$ cat src/rtl/mdu_pkg.sv
// Shared definitions for the iterative multiply/divide unit: opcodes, FSM states
// and opcode decode helpers.
package mdu_pkg;

    typedef enum logic [2:0] {
        OP_MULT  = 3'd0,
        OP_MULTU = 3'd1,
        OP_DIV   = 3'd2,
        OP_DIVU  = 3'd3,
        OP_MADD  = 3'd4,
        OP_MADDU = 3'd5,
        OP_MSUB  = 3'd6,
        OP_MSUBU = 3'd7
    } op_e;

    localparam logic [1:0] S_IDLE = 2'd0;
    localparam logic [1:0] S_BUSY = 2'd1;
    localparam logic [1:0] S_DONE = 2'd2;

    // Even opcodes are the two's-complement variants.
    function automatic logic op_is_signed(input op_e op);
        return ~op[0];
    endfunction

    function automatic logic op_is_div(input op_e op);
        return (op[2:1] == 2'b01);
    endfunction

    function automatic logic op_is_acc(input op_e op);
        return op[2];
    endfunction

    function automatic logic op_is_sub(input op_e op);
        return op[2] & op[1];
    endfunction

endpackage

$ cat src/rtl/mdu_shift_core.sv
// Shared shift register and single (WIDTH+1)-bit adder: shift-add multiply and
// restoring divide, one bit per step, on magnitudes only.
module mdu_shift_core
    import mdu_pkg::*;
#(
    parameter int unsigned WIDTH = 32
) (
    input  logic             clk,
    input  logic             rst,
    input  logic             load_i,
    input  logic             step_i,
    input  logic             div_i,
    input  logic [WIDTH-1:0] ld_lo_i,
    input  logic [WIDTH-1:0] ld_m_i,
    output logic [WIDTH-1:0] hi_o,
    output logic [WIDTH-1:0] lo_o
);

    logic [WIDTH-1:0] m_q;
    logic [WIDTH:0]   add_x;
    logic [WIDTH:0]   add_y;
    logic             add_cin;
    logic [WIDTH+1:0] sum;
    logic             fits;
    logic [WIDTH-1:0] hi_nxt;
    logic [WIDTH-1:0] lo_nxt;

    // Divide: trial-subtract the divisor from the shifted remainder.
    // Multiply: conditionally add the multiplicand, then shift the pair right.
    always_comb begin
        add_x   = div_i ? {hi_o, lo_o[WIDTH-1]} : {1'b0, hi_o};
        add_y   = div_i ? ~{1'b0, m_q} : (lo_o[0] ? {1'b0, m_q} : '0);
        add_cin = div_i;
        sum     = {1'b0, add_x} + {1'b0, add_y} + (WIDTH+2)'(add_cin);
        fits    = sum[WIDTH+1];
        if (div_i) begin
            hi_nxt = fits ? sum[WIDTH-1:0] : add_x[WIDTH-1:0];
            lo_nxt = {lo_o[WIDTH-2:0], fits};
        end else begin
            hi_nxt = sum[WIDTH:1];
            lo_nxt = {sum[0], lo_o[WIDTH-1:1]};
        end
    end

    always_ff @(posedge clk) begin
        if (rst) begin
            hi_o <= '0;
            lo_o <= '0;
            m_q  <= '0;
        end else if (load_i) begin
            hi_o <= '0;
            lo_o <= ld_lo_i;
            m_q  <= ld_m_i;
        end else if (step_i) begin
            hi_o <= hi_nxt;
            lo_o <= lo_nxt;
        end
    end

endmodule

$ cat src/rtl/mdu_iter.sv
// Iterative multiply/divide unit with HI/LO accumulate; fixed WIDTH+2 cycle
// latency from acceptance to result, sign handling around an unsigned core.
module mdu_iter
    import mdu_pkg::*;
#(
    parameter int unsigned WIDTH = 32,
    parameter int unsigned CNT_W = $clog2(WIDTH + 1)
) (
    input  logic             clk,
    input  logic             rst,
    input  logic             start_i,
    input  logic [2:0]       op_i,
    input  logic [WIDTH-1:0] a_i,
    input  logic [WIDTH-1:0] b_i,
    input  logic [WIDTH-1:0] hi_i,
    input  logic [WIDTH-1:0] lo_i,
    input  logic             flush_i,
    output logic             busy_o,
    output logic             valid_o,
    output logic [WIDTH-1:0] hi_o,
    output logic [WIDTH-1:0] lo_o
);

    localparam int unsigned DW = 2 * WIDTH;

    logic [1:0]       state;
    logic [1:0]       state_nxt;
    logic             load;
    logic             step;
    logic [CNT_W-1:0] cnt;
    op_e              op_q;
    logic             neg_a_q;
    logic             neg_b_q;
    logic             div_zero_q;
    logic [WIDTH-1:0] acc_hi_q;
    logic [WIDTH-1:0] acc_lo_q;

    op_e              op_in;
    logic             a_neg;
    logic             b_neg;
    logic [WIDTH-1:0] a_abs;
    logic [WIDTH-1:0] b_abs;
    logic [WIDTH-1:0] ld_lo;
    logic [WIDTH-1:0] ld_m;
    logic [WIDTH-1:0] core_hi;
    logic [WIDTH-1:0] core_lo;

    logic [DW-1:0]    prod;
    logic [DW-1:0]    addend;
    logic [DW-1:0]    base;
    logic [DW-1:0]    mac;
    logic [WIDTH-1:0] quo;
    logic [WIDTH-1:0] rem;
    logic [WIDTH-1:0] res_hi;
    logic [WIDTH-1:0] res_lo;

    // Operand magnitudes and the core load mapping for the incoming op.
    always_comb begin
        op_in = op_e'(op_i);
        a_neg = op_is_signed(op_in) & a_i[WIDTH-1];
        b_neg = op_is_signed(op_in) & b_i[WIDTH-1];
        a_abs = a_neg ? (~a_i + WIDTH'(1)) : a_i;
        b_abs = b_neg ? (~b_i + WIDTH'(1)) : b_i;
        ld_lo = op_is_div(op_in) ? a_abs : b_abs;
        ld_m  = op_is_div(op_in) ? b_abs : a_abs;
    end

    always_comb begin
        state_nxt = state;
        load      = 1'b0;
        step      = 1'b0;
        case (state)
            S_IDLE: begin
                if (start_i && !flush_i) begin
                    state_nxt = S_BUSY;
                    load      = 1'b1;
                end
            end
            S_BUSY: begin
                if (flush_i) begin
                    state_nxt = S_IDLE;
                end else begin
                    step = 1'b1;
                    if (cnt == CNT_W'(1)) begin
                        state_nxt = S_DONE;
                    end
                end
            end
            S_DONE:  state_nxt = S_IDLE;
            default: state_nxt = S_IDLE;
        endcase
    end

    always_ff @(posedge clk) begin
        if (rst) begin
            state <= S_IDLE;
        end else begin
            state <= state_nxt;
        end
    end

    mdu_shift_core #(
        .WIDTH (WIDTH)
    ) u_core (
        .clk     (clk),
        .rst     (rst),
        .load_i  (load),
        .step_i  (step),
        .div_i   (op_is_div(op_q)),
        .ld_lo_i (ld_lo),
        .ld_m_i  (ld_m),
        .hi_o    (core_hi),
        .lo_o    (core_lo)
    );

    // Sign fixup and HI/LO accumulate applied to the unsigned core result.
    always_comb begin
        prod   = {core_hi, core_lo};
        addend = ((neg_a_q ^ neg_b_q) ^ op_is_sub(op_q)) ? (~prod + DW'(1)) : prod;
        base   = op_is_acc(op_q) ? {acc_hi_q, acc_lo_q} : '0;
        mac    = base + addend;
        quo    = div_zero_q ? '1
               : ((neg_a_q ^ neg_b_q) ? (~core_lo + WIDTH'(1)) : core_lo);
        rem    = neg_a_q ? (~core_hi + WIDTH'(1)) : core_hi;
        res_hi = op_is_div(op_q) ? rem : mac[DW-1:WIDTH];
        res_lo = op_is_div(op_q) ? quo : mac[WIDTH-1:0];
    end

    always_ff @(posedge clk) begin
        if (rst) begin
            cnt        <= '0;
            op_q       <= OP_MULT;
            neg_a_q    <= 1'b0;
            neg_b_q    <= 1'b0;
            div_zero_q <= 1'b0;
            acc_hi_q   <= '0;
            acc_lo_q   <= '0;
            busy_o     <= 1'b0;
            valid_o    <= 1'b0;
            hi_o       <= '0;
            lo_o       <= '0;
        end else begin
            busy_o  <= (state_nxt != S_IDLE);
            valid_o <= 1'b0;
            if (load) begin
                op_q       <= op_in;
                neg_a_q    <= a_neg;
                neg_b_q    <= b_neg;
                div_zero_q <= (b_i == '0);
                acc_hi_q   <= hi_i;
                acc_lo_q   <= lo_i;
                cnt        <= CNT_W'(WIDTH);
            end else if (step) begin
                cnt <= cnt - CNT_W'(1);
            end
            if (state == S_DONE && !flush_i) begin
                hi_o    <= res_hi;
                lo_o    <= res_lo;
                valid_o <= 1'b1;
            end
        end
    end

endmodule
$ cat config.mk
export PLATFORM = sky130hd
export DESIGN_NAME = mdu_iter
export DESIGN_NICKNAME = d
export VERILOG_FILES = /design/src/rtl/mdu_pkg.sv /design/src/rtl/mdu_shift_core.sv /design/src/rtl/mdu_iter.sv
export SDC_FILE = /design/constraint.sdc
export NUM_CORES = 1
export LEC_CHECK = 0
export CAP_MARGIN = 5
export CORE_AREA = 2 2 201 203
export CTS_CLUSTER_DIAMETER = 120
export DETAILED_ROUTE_END_ITERATION = 10
export DIE_AREA = 0 0 203 205
export PLACE_DENSITY = 0.7
export SKIP_CTS_REPAIR_TIMING = 1
export SLEW_MARGIN = 10
export SYNTH_ARGS = -nofsm -noshare
export SYNTH_HDL_FRONTEND = slang
export SYNTH_SLANG_ARGS = --single-unit
$ cat constraint.sdc
create_clock -name clk -period 9.9 [get_ports clk]
set_input_delay 1.98 -clock clk [delete_from_list [all_inputs] [get_ports clk]]
set_output_delay 1.98 -clock clk [all_outputs]
set_load 0.01 [all_outputs]
; Word level (Yosys, flattened, before mapping)
; Cells that the tools add are included.
; Widths: inputs -> output; s select.
[word_totals]
mem_bits_rw = 0
latchBits = 0
output_inout_bits = 66
mem_bits_ro = 0
inputBits = 135
wordCells = 80
n_memories = 0
reg_bits = 240
[op_classes]
n_bitwise = 12
n_lt_le_gt_ge = 0
multipliers = 0
shifts = 0
mux = 30
n_addsub = 9
div = 0
n_eq_ne = 5
reduce_logical = 8
[ops]
columns = operator, n
row1 = $mux 32, 15
row2 = $add 32x1->32 const B, 4
row3 = $mux 64, 2
row4 = $not 32->32, 4
row5 = $mux 33, 2
row6 = $add 64x1->64 const B, 1
row7 = $add 64x64->64, 1
row8 = $not 64->64, 1
row9 = $add 33x33->34, 1
row10 = $add 34x1->34, 1
row11 = $not 32->33, 1
row12 = $logic_not 32->1, 1
row13 = $mux 6, 2
row14 = $eq 2x1->1 const B, 3
row15 = $eq 6x1->1 const B, 1
row16 = $mux 2, 3
row17 = $sub 6x1->6 const B, 1
row18 = $mux 1, 5
row19 = $pmux 2 s2, 1
row20 = $reduce_bool 2->1, 2
row21 = $and 1x1->1, 3
row22 = $eq 2x2->1 const B, 1
row23 = $logic_and 1x1->1, 2
row24 = $logic_not 2->1, 1
row25 = 4 further kinds, 5

; Longest topological paths before layout
; Gate-level depths: netlist of the first run.
[logic_depth]
depth_word = 7
mapped_depth = 21
mapped_depth_nobuf = 19

; Hierarchy
; Synthesis of the first run repeated with hierarchy kept, for this count alone.
[hier_totals]
hier_cells = 2854
area_unflattened_um2 = 20815.0
[by_module_without_submodules]
columns = mod, seq_area_each_um2, instances, cells_each, area_per_inst_um2
row1 = mdu_iter, 2862.7, 1, 1970, 13974.7
row2 = mdu_shift_core, 1921.8, 1, 884, 6840.3

; Least setup slack after synthesis of the first run
; Ideal clock, no wire load.
[synth_timing]
path_type = reg-to-reg
from = register u_core.lo_o[1]
to = register hi_o[31]
path_buffers = 1
t_arrival_ns = 4.993
stages_incl_launch_ff = 20
period_less_slack_ns = 5.055
setup_ns = 0.062
t_required_ns = 9.838
path_slack_ns = 4.845
path_cell_list = dfxtp_1 -> inv_1 -> ha_1 -> or4b_1 -> nand3b_1 -> or3_1 -> nor4_1 -> a21oi_1 -> xor2_1 -> ha_1 -> clkbuf_1 -> a21o_1 -> nand4_1 -> a2111oi_0 -> o31ai_1 -> a211o_1 -> nand3_1 -> a221oi_1 -> or4_1 -> nand3_1
[synth_between]
elab_chain_len = 5
[synth_lines]
columns = item, line
row1 = "start, declared", mdu_shift_core.sv:16  ; output logic [WIDTH-1:0] lo_o
row2 = "start signal, assigned", mdu_shift_core.sv:52  ; lo_o <= ld_lo_i;
row3 = "start signal, assigned", mdu_shift_core.sv:56  ; lo_o <= lo_nxt;
row4 = $not 64->64, mdu_iter.sv:119  ; addend = ((neg_a_q ^ neg_b_q) ^ op_is_sub(op_q)) ? (~prod + DW'(1)) : prod;
row5 = $add 64x1->64, mdu_iter.sv:119
row6 = $mux 64 (*), mdu_iter.sv:119
row7 = $add 64x64->64 (*), mdu_iter.sv:121  ; mac = base + addend;
row8 = $mux 32 (*), mdu_iter.sv:125  ; res_hi = op_is_div(op_q) ? rem : mac[DW-1:WIDTH];
row9 = "end signal, assigned", mdu_iter.sv:157  ; hi_o <= res_hi;
row10 = "end, declared", mdu_iter.sv:20  ; output logic [WIDTH-1:0] hi_o,
; Mark *: on every way between the ends. The rest lies on a longest branch, timed or not.
; A chain may end at the register's enable or synchronous reset.

; Final worst setup path of the first run
[layout_timing]
from = register op_q[1]
to = register u_core.hi_o[31]
[layout_between]
elab_chain_len = 6
elab_cells_between_ends = 7
classes_between = add/sub (2) / eq/ne (1) / mux (4)
[layout_lines]
columns = item, line
row1 = "start, declared", mdu_iter.sv:31  ; op_e op_q;
row2 = "start signal, assigned", mdu_iter.sv:146  ; op_q <= op_in;
row3 = $eq 2x1->1 (*), mdu_pkg.sv:26  ; return (op[2:1] == 2'b01);
row4 = "$mux 33, on equally long branches", "mdu_shift_core.sv:31, mdu_shift_core.sv:32"
row5 = $add 33x33->34, mdu_shift_core.sv:34  ; sum = {1'b0, add_x} + {1'b0, add_y} + (WIDTH+2)'(add_cin);
row6 = $add 34x1->34, mdu_shift_core.sv:34
row7 = $mux 32, mdu_shift_core.sv:37  ; hi_nxt = fits ? sum[WIDTH-1:0] : add_x[WIDTH-1:0];
row8 = $mux 32 (*), mdu_shift_core.sv:36  ; if (div_i) begin
row9 = "end signal, assigned", mdu_shift_core.sv:55  ; hi_o <= hi_nxt;
row10 = "end, declared", mdu_shift_core.sv:15  ; output logic [WIDTH-1:0] hi_o,
; Marked as above.

==> impl_metrics.json, run 1 <==
{
  "clock_tree_skew_after_final_layout_ns": 0.0223,
  "avgSynthCellArea_sq_um": 6.87,
  "synth.yosys.seq_area_share_pct": 23.2,
  "dominantRegCellSynth": "dfxtp_1",
  "setup_viol": 0,
  "number_of_flops_mapped_to_enable_cells_by_yosys": 0,
  "grt.total_usage_pct": 33.8,
  "finalCritPeriodShare_pct": 65.2,
  "synth_xor_area_share_pct": 11.2,
  "criticalPathCategory": "reg -> reg",
  "path_clk_slew_ns": 0.06,
  "avgViaCountPerCell": 6.21,
  "layout.nets": 3251,
  "hold_viol": 0,
  "post_synth_inst_count": 3007,
  "clock_tree_from_tritoncts": "yes",
  "die_y_um": 205,
  "synth_top_cell_by_area": "dfxtp_1",
  "cts-htree-levels": 1,
  "vias": 22100,
  "cts_num_sinks": 239,
  "cts_made_buffers": 28,
  "floorplan.core_area_sq_um": 39400,
  "antenna_violating_nets_post_route": 0,
  "synth.cell_area_sq_um": 20600,
  "wl_per_cell_um": 20.5,
  "category_of_the_worst_setup_path_capture_point": "register",
  "post_layout_worst_setup_margin_ns": 3.44,
  "clock_path_buffers": 3,
  "firstDrtPassIters": 6,
  "worst_margin_pin_slew_ns": 1.07,
  "worst_hold_path_type": "reg -> reg",
  "worstPathArrival_ns": 6.91,
  "grt_pass1_wl_um": 113000,
  "p_leak_nw": 9.39,
  "synthSimpleGateAreaFrac_pct": 25.1,
  "grt_remaining_overflow": 0,
  "synth_top_cell_area_share_pct": 23.2,
  "port-buffer-count": 200,
  "synthToLayoutAreaGrowth_pct": 14.3,
  "weighted_congestion_reported_at_the_end_of_routability_driven_placement": 0.964,
  "synth_top_family_by_area": "compound AO/OA/AOI/OAI gates",
  "max_freq_mhz": 155,
  "max-slew-margin-rel_pct": 28.7,
  "dominant_cells_by_area_after_synthesis": "dfxtp_1 23%, nand2_1 10%, a21oi_1 8.4%",
  "async_flop_share_pct": 0,
  "largest_net_degree_at_the_start_of_global_routing": 86,
  "drc": 0,
  "dpl.hpwl_um": 54700,
  "synthMostInstantiatedCell": "nand2_1",
  "synth_commonest_cells": "577 x nand2_1, 348 x a21oi_1, 239 x dfxtp_1",
  "data_required_time_at_the_worst_endpoint_ns": 10.35,
  "adder_and_majority_cell_fraction_of_the_synthesized_area_pct": 6.41,
  "clock_tree.root_cell": "clkbuf_16",
  "synth.lib_cells_used.distinct": 73,
  "synth_seq_cells": 239,
  "rsz_0062_raised_after_global_routing": "false",
  "max_vdd_drop_mv": 0.121,
  "floorplan.rows": 73,
  "post_route_cells_drive_above_1_share_pct": 3.79,
  "timing.critical_path.from_type": "register",
  "muxShareOfSynthArea_pct": 0.630,
  "synth_warnings": 0,
  "die-width_um": 203,
  "first_global_vias": 20500,
  "synth-compound-area-share_pct": 28.0,
  "layout_min_cycle_time_ns": 6.46,
  "antennaDiodeCount": 0,
  "slew_viol_final": 0,
  "first_iter_violations": 1814,
  "postRouteWirelength_um": 72800,
  "dieArea_sq_um": 41600,
  "path_max_fanout": 85,
  "floorplan.initialDensity_pct": 52.4,
  "max_cap_viol_count": 0,
  "antenna_violations_before_repair": 0,
  "place_ws_ns": 3.60,
  "post_synth_net_total": 3246,
  "power-per-cell-area_nw_per_um2": 121,
  "totalNegativeSetupSlack_ns": 0,
  "outcome": "completed",
  "clock_latency_ns": 0.58,
  "ioPinCount": 201
}
[where the power goes]
group,switching [mW],internal [mW]
sequential,0.0545,0.999
clock,0.448,0.688
combinational,0.413,0.247
[cells in the final DEF (no fill, tap or decap), types with 14 or more instances in the layout]
| cell type | n |
|---|---|
| o21bai_1 | 18 |
| a31oi_1 | 34 |
| a221oi_1 | 39 |
| or2_2 | 14 |
| xnor2_1 | 145 |
| clkbuf_16 | 29 |
| a211oi_1 | 34 |
| and3_1 | 17 |
| nand3_1 | 40 |
| o221ai_1 | 29 |
| nor2_1 | 219 |
| nor4_1 | 31 |
| inv_1 | 39 |
| or4_1 | 15 |
| nand2_1 | 576 |
| nor3_1 | 55 |
| nand2b_1 | 16 |
| o21ai_0 | 208 |
| a21oi_1 | 348 |
| xor2_1 | 116 |
| nand4_1 | 35 |
| clkdlybuf4s50_1 | 199 |
| dfxtp_1 | 239 |
| ha_1 | 101 |
| o211ai_1 | 51 |
| a21o_1 | 56 |
| o31ai_1 | 26 |
| and2_1 | 74 |
| or3_1 | 20 |
| buf_4 | 33 |
[registers in the layout (all words and copies together) (netlist names)]
name         flops
acc_hi_q        32
acc_lo_q        32
busy_o           1
cnt              6
div_zero_q       1
hi_o            32
lo_o            32
neg_a_q          1
neg_b_q          1
op_q             2
state            2
u_core.hi_o     32
u_core.lo_o     32
u_core.m_q      32
valid_o          1
[metrics by stage]
stage	hold WS [ns]	instance area [sq um]	total power, mW	util, %	cells
finish	0.449	23600	2.85	60.0	3558
CTS	0.452	23600	2.85	60.0	3558
detailed placement	0.443	22600	1.72	57.4	3507
global placement	0.440	22600	1.71	57.4	3507
global route	0.468	23600	2.96	60.0	3558
floorplan	0.432	20600	1.51	-	3007
[final cells by class]
cell class / instances / area (sq um)
Inverter: 40 / 150
Timing Repair Buffer: 232 / 2240
Multi-Input combinational cell: 2471 / 14800
Clock inverter: 15 / 215
Clock buffer: 36 / 782
Fill cell: 3780 / 15800
Tap cell: 525 / 657
Sequential cell: 239 / 4780
[critical path: stages (launching register included)]
cell and delay (ns):
dfxtp_1 0.41, nand2b_4 0.06, buf_4 0.38, inv_2 0.52, buf_4 0.83, o21ai_0 0.25, fa_1 0.48, fa_1 0.45
a211oi_1 0.30, o21ai_0 0.22, a211oi_1 0.57, o31ai_1 0.24, a2111oi_0 0.75, o21ai_0 0.20, o2111a_1 0.17, a2111oi_0 0.40
nor2_1 0.08
[kinds of logic (layout without fill, tap and decap cells)]
group                      Yosys count  in the layout
buffers and inverters              297            323
AOI/OAI and AO/OA                  937            937
muxes                               13             13
xor gates and xnor gates           264            264
and+or+nand+nor                   1153           1153
DFF                                239            239
adders and majority gates          104            104
[per-layer routing]
layer	vias to the layer above	GRT usage [%]	routed length (um)
li1	10700	-	-
met1	10400	42.0	30200
met2	846	60.0	35100
met3	154	3.37	4230
met4	0	13.9	3200
met5	-	0	0
[final timing paths]
check	start	to	slack, ns	cells after the start
max reg2reg	op_q[1]	u_core.hi_o[31]	3.44	16
max	op_q[1]	u_core.hi_o[31]	3.44	16
min reg2reg	acc_lo_q[1]	acc_lo_q[1]	0.45	2
min	acc_lo_q[1]	acc_lo_q[1]	0.45	2
Note: power is estimated with default switching activity, not from simulation.
==> inputs of run 2 (changes only) <==
PLACE_DENSITY = 0.73   (was 0.7)
clock period = 5.18 ns   (was 9.9 ns; I/O delays follow)
==> impl_metrics.json, run 2 (synthesis gave the netlist of run 1 again) <==
{
  "power-per-cell-area_nw_per_um2": 226,
  "place_ws_ns": -0.0751,
  "vias": 22600,
  "share_seq_of_total_power_pct": 35.5,
  "hold_viol": 0,
  "power.clock.fraction_pct": 39.0,
  "dpl.hpwl_um": 57800,
  "port-buffer-count": 200,
  "post_route_cells_drive_above_1_share_pct": 7.65,
  "avgViaCountPerCell": 6.18,
  "drc": 0,
  "synthToLayoutAreaGrowth_pct": 19.0,
  "slew_viol_final": 0,
  "floorplan.initialDensity_pct": 52.4,
  "power.switching_mw": 1.79,
  "share_of_the_core_filled_with_cells_pct": 62.4,
  "internal_power_mw": 3.76,
  "antennaDiodeCount": 0,
  "floorplan.rows": 73,
  "first_iter_violations": 1878,
  "hold_end": "acc_lo_q[15]",
  "wl_per_cell_um": 20.9,
  "setup_viol": 0,
  "fin_cells": 3662,
  "final_cell_mix": "575 x nand2_1, 347 x a21oi_1, 239 x dfxtp_1",
  "max_cap_viol_count": 0,
  "cts-htree-levels": 1,
  "terminus_of_the_critical_flop_to_flop_path": "hi_o[30]",
  "largest_net_degree_at_the_start_of_global_routing": 167,
  "floorplan.core_area_sq_um": 39400,
  "postRouteWirelength_um": 76500,
  "rsz_0062_raised_after_global_routing": "true",
  "clock_tree.root_cell": "clkbuf_16",
  "first_global_vias": 21200,
  "place_inst": 3605,
  "worst-r2r-setup-slack_ns": 0.11,
  "path_max_fanout": 5,
  "clock_path_buffers": 3,
  "max-slew-margin-rel_pct": 23.1,
  "layout_min_cycle_time_ns": 5.07,
  "clock_tree_from_tritoncts": "yes",
  "worst_hold_path_type": "reg -> reg",
  "clock_tree_skew_after_final_layout_ns": 0.0164,
  "post_layout_worst_setup_margin_ns": 0.108,
  "hold_depth": 2,
  "rr_worst_depth": 18,
  "data_required_time_at_the_worst_endpoint_ns": 5.67,
  "firstDrtPassIters": 6,
  "die_y_um": 205,
  "category_of_the_worst_setup_path_capture_point": "register",
  "max_vdd_drop_mv": 0.286,
  "final_common_cell": "nand2_1",
  "grt_remaining_overflow": 0,
  "finalCritPeriodShare_pct": 97.9,
  "cts_made_buffers": 29,
  "totalNegativeSetupSlack_ns": 0,
  "max_freq_mhz": 197,
  "path_clk_slew_ns": 0.06,
  "clock_latency_ns": 0.58,
  "dieArea_sq_um": 41600,
  "fin_worst_hold_slack_ns": 0.451,
  "grt.total_usage_pct": 35.3,
  "min-delay-start": "acc_lo_q[15]",
  "p_leak_nw": 9.93,
  "antenna_violations_before_repair": 0,
  "cts_num_sinks": 239,
  "die-width_um": 203,
  "proportion_of_total_power_due_to_net_switching_pct": 32.2,
  "worstPathArrival_ns": 5.56,
  "layout.nets": 3353,
  "outcome": "completed",
  "ioPinCount": 201,
  "timing.critical_path.from_type": "register",
  "combinationalPowerShare_pct": 25.5,
  "grt_pass1_wl_um": 116000,
  "criticalPathCategory": "reg -> reg",
  "weighted_congestion_reported_at_the_end_of_routability_driven_placement": 1.03,
  "worst_margin_pin_slew_ns": 1.15,
  "antenna_violating_nets_post_route": 0,
  "r2r_start": "u_core.hi_o[1]"
}
run 2: cell types whose count changed in the layout (fill, tap and decap cells not counted), moves of 3 or more:
| cell | delta |
|---|---|
| o21ai_1 | +4 |
| buf_4 | +97 |
| nor3_1 | -4 |
| ha_1 | -4 |
| buf_12 | +4 |
| o21ai_0 | -5 |
| clkinv_2 | -3 |
| nor3_2 | +4 |
| clkbuf_1 | +3 |
run 2: critical path, cell delays in order (launching register included):
cell and delay [ns]:
dfxtp_1 0.34, inv_1 0.08, ha_1 0.18, or3b_1 0.40
or3_1 0.38, or3_1 0.45, or4_1 0.60, or2_2 0.33
o21ai_0 0.20, xnor2_1 0.13, ha_4 0.32, and3_1 0.23
nand2_1 0.08, nor3_2 0.25, and3_1 0.22, and3_1 0.18
a31oi_1 0.06, a2111o_1 0.44, o2111ai_1 0.10
run 2: layout make-up:
cell class / count / area, sq um
clock buffer: 41 / 821
clock inverter: 13 / 188
fill: 3599 / 14800
inverter: 40 / 150
multi-input combinational: 2471 / 14900
sequential: 239 / 4780
tap: 525 / 657
timing repair buffer: 333 / 3050
run 2: routing by layer:
metal	GRT usage [%]	up-vias	part of all wire, %
met2	62.4	953	49
met3	4.06	202	6.3
met5	0	-	0
li1	-	10800	-
met1	42.5	10600	40
met4	17.4	0	5.0
run 2: power by group through the flow:
stage	logic [mW]	registers [mW]	clock network (mW)
global placement	1.35	2.01	0
floorplan	0.904	1.97	0
finish	1.42	1.97	2.16
global route	1.53	1.98	2.26
CTS	1.37	1.97	2.19
detailed placement	1.36	2.01	0
run 2: worst max-delay path by stage:
stage / from / endpoint / cells past startpoint
CTS: u_core.hi_o[1] / hi_o[27] / 20
global route: u_core.lo_o[0] / hi_o[31] / 19
finish: u_core.hi_o[1] / hi_o[30] / 18
global placement: u_core.lo_o[10] / hi_o[31] / 16
floorplan: u_core.lo_o[1] / hi_o[31] / 19
detailed placement: u_core.hi_o[1] / hi_o[27] / 20
run 2: per-stage QoR:
step | power [mW] | area, sq um
after detailed placement | 3.37 | 23400
final | 5.55 | 24600
after global routing | 5.77 | 24600
after floorplan | 2.88 | 20600
after global placement | 3.35 | 23400
after CTS | 5.53 | 24400
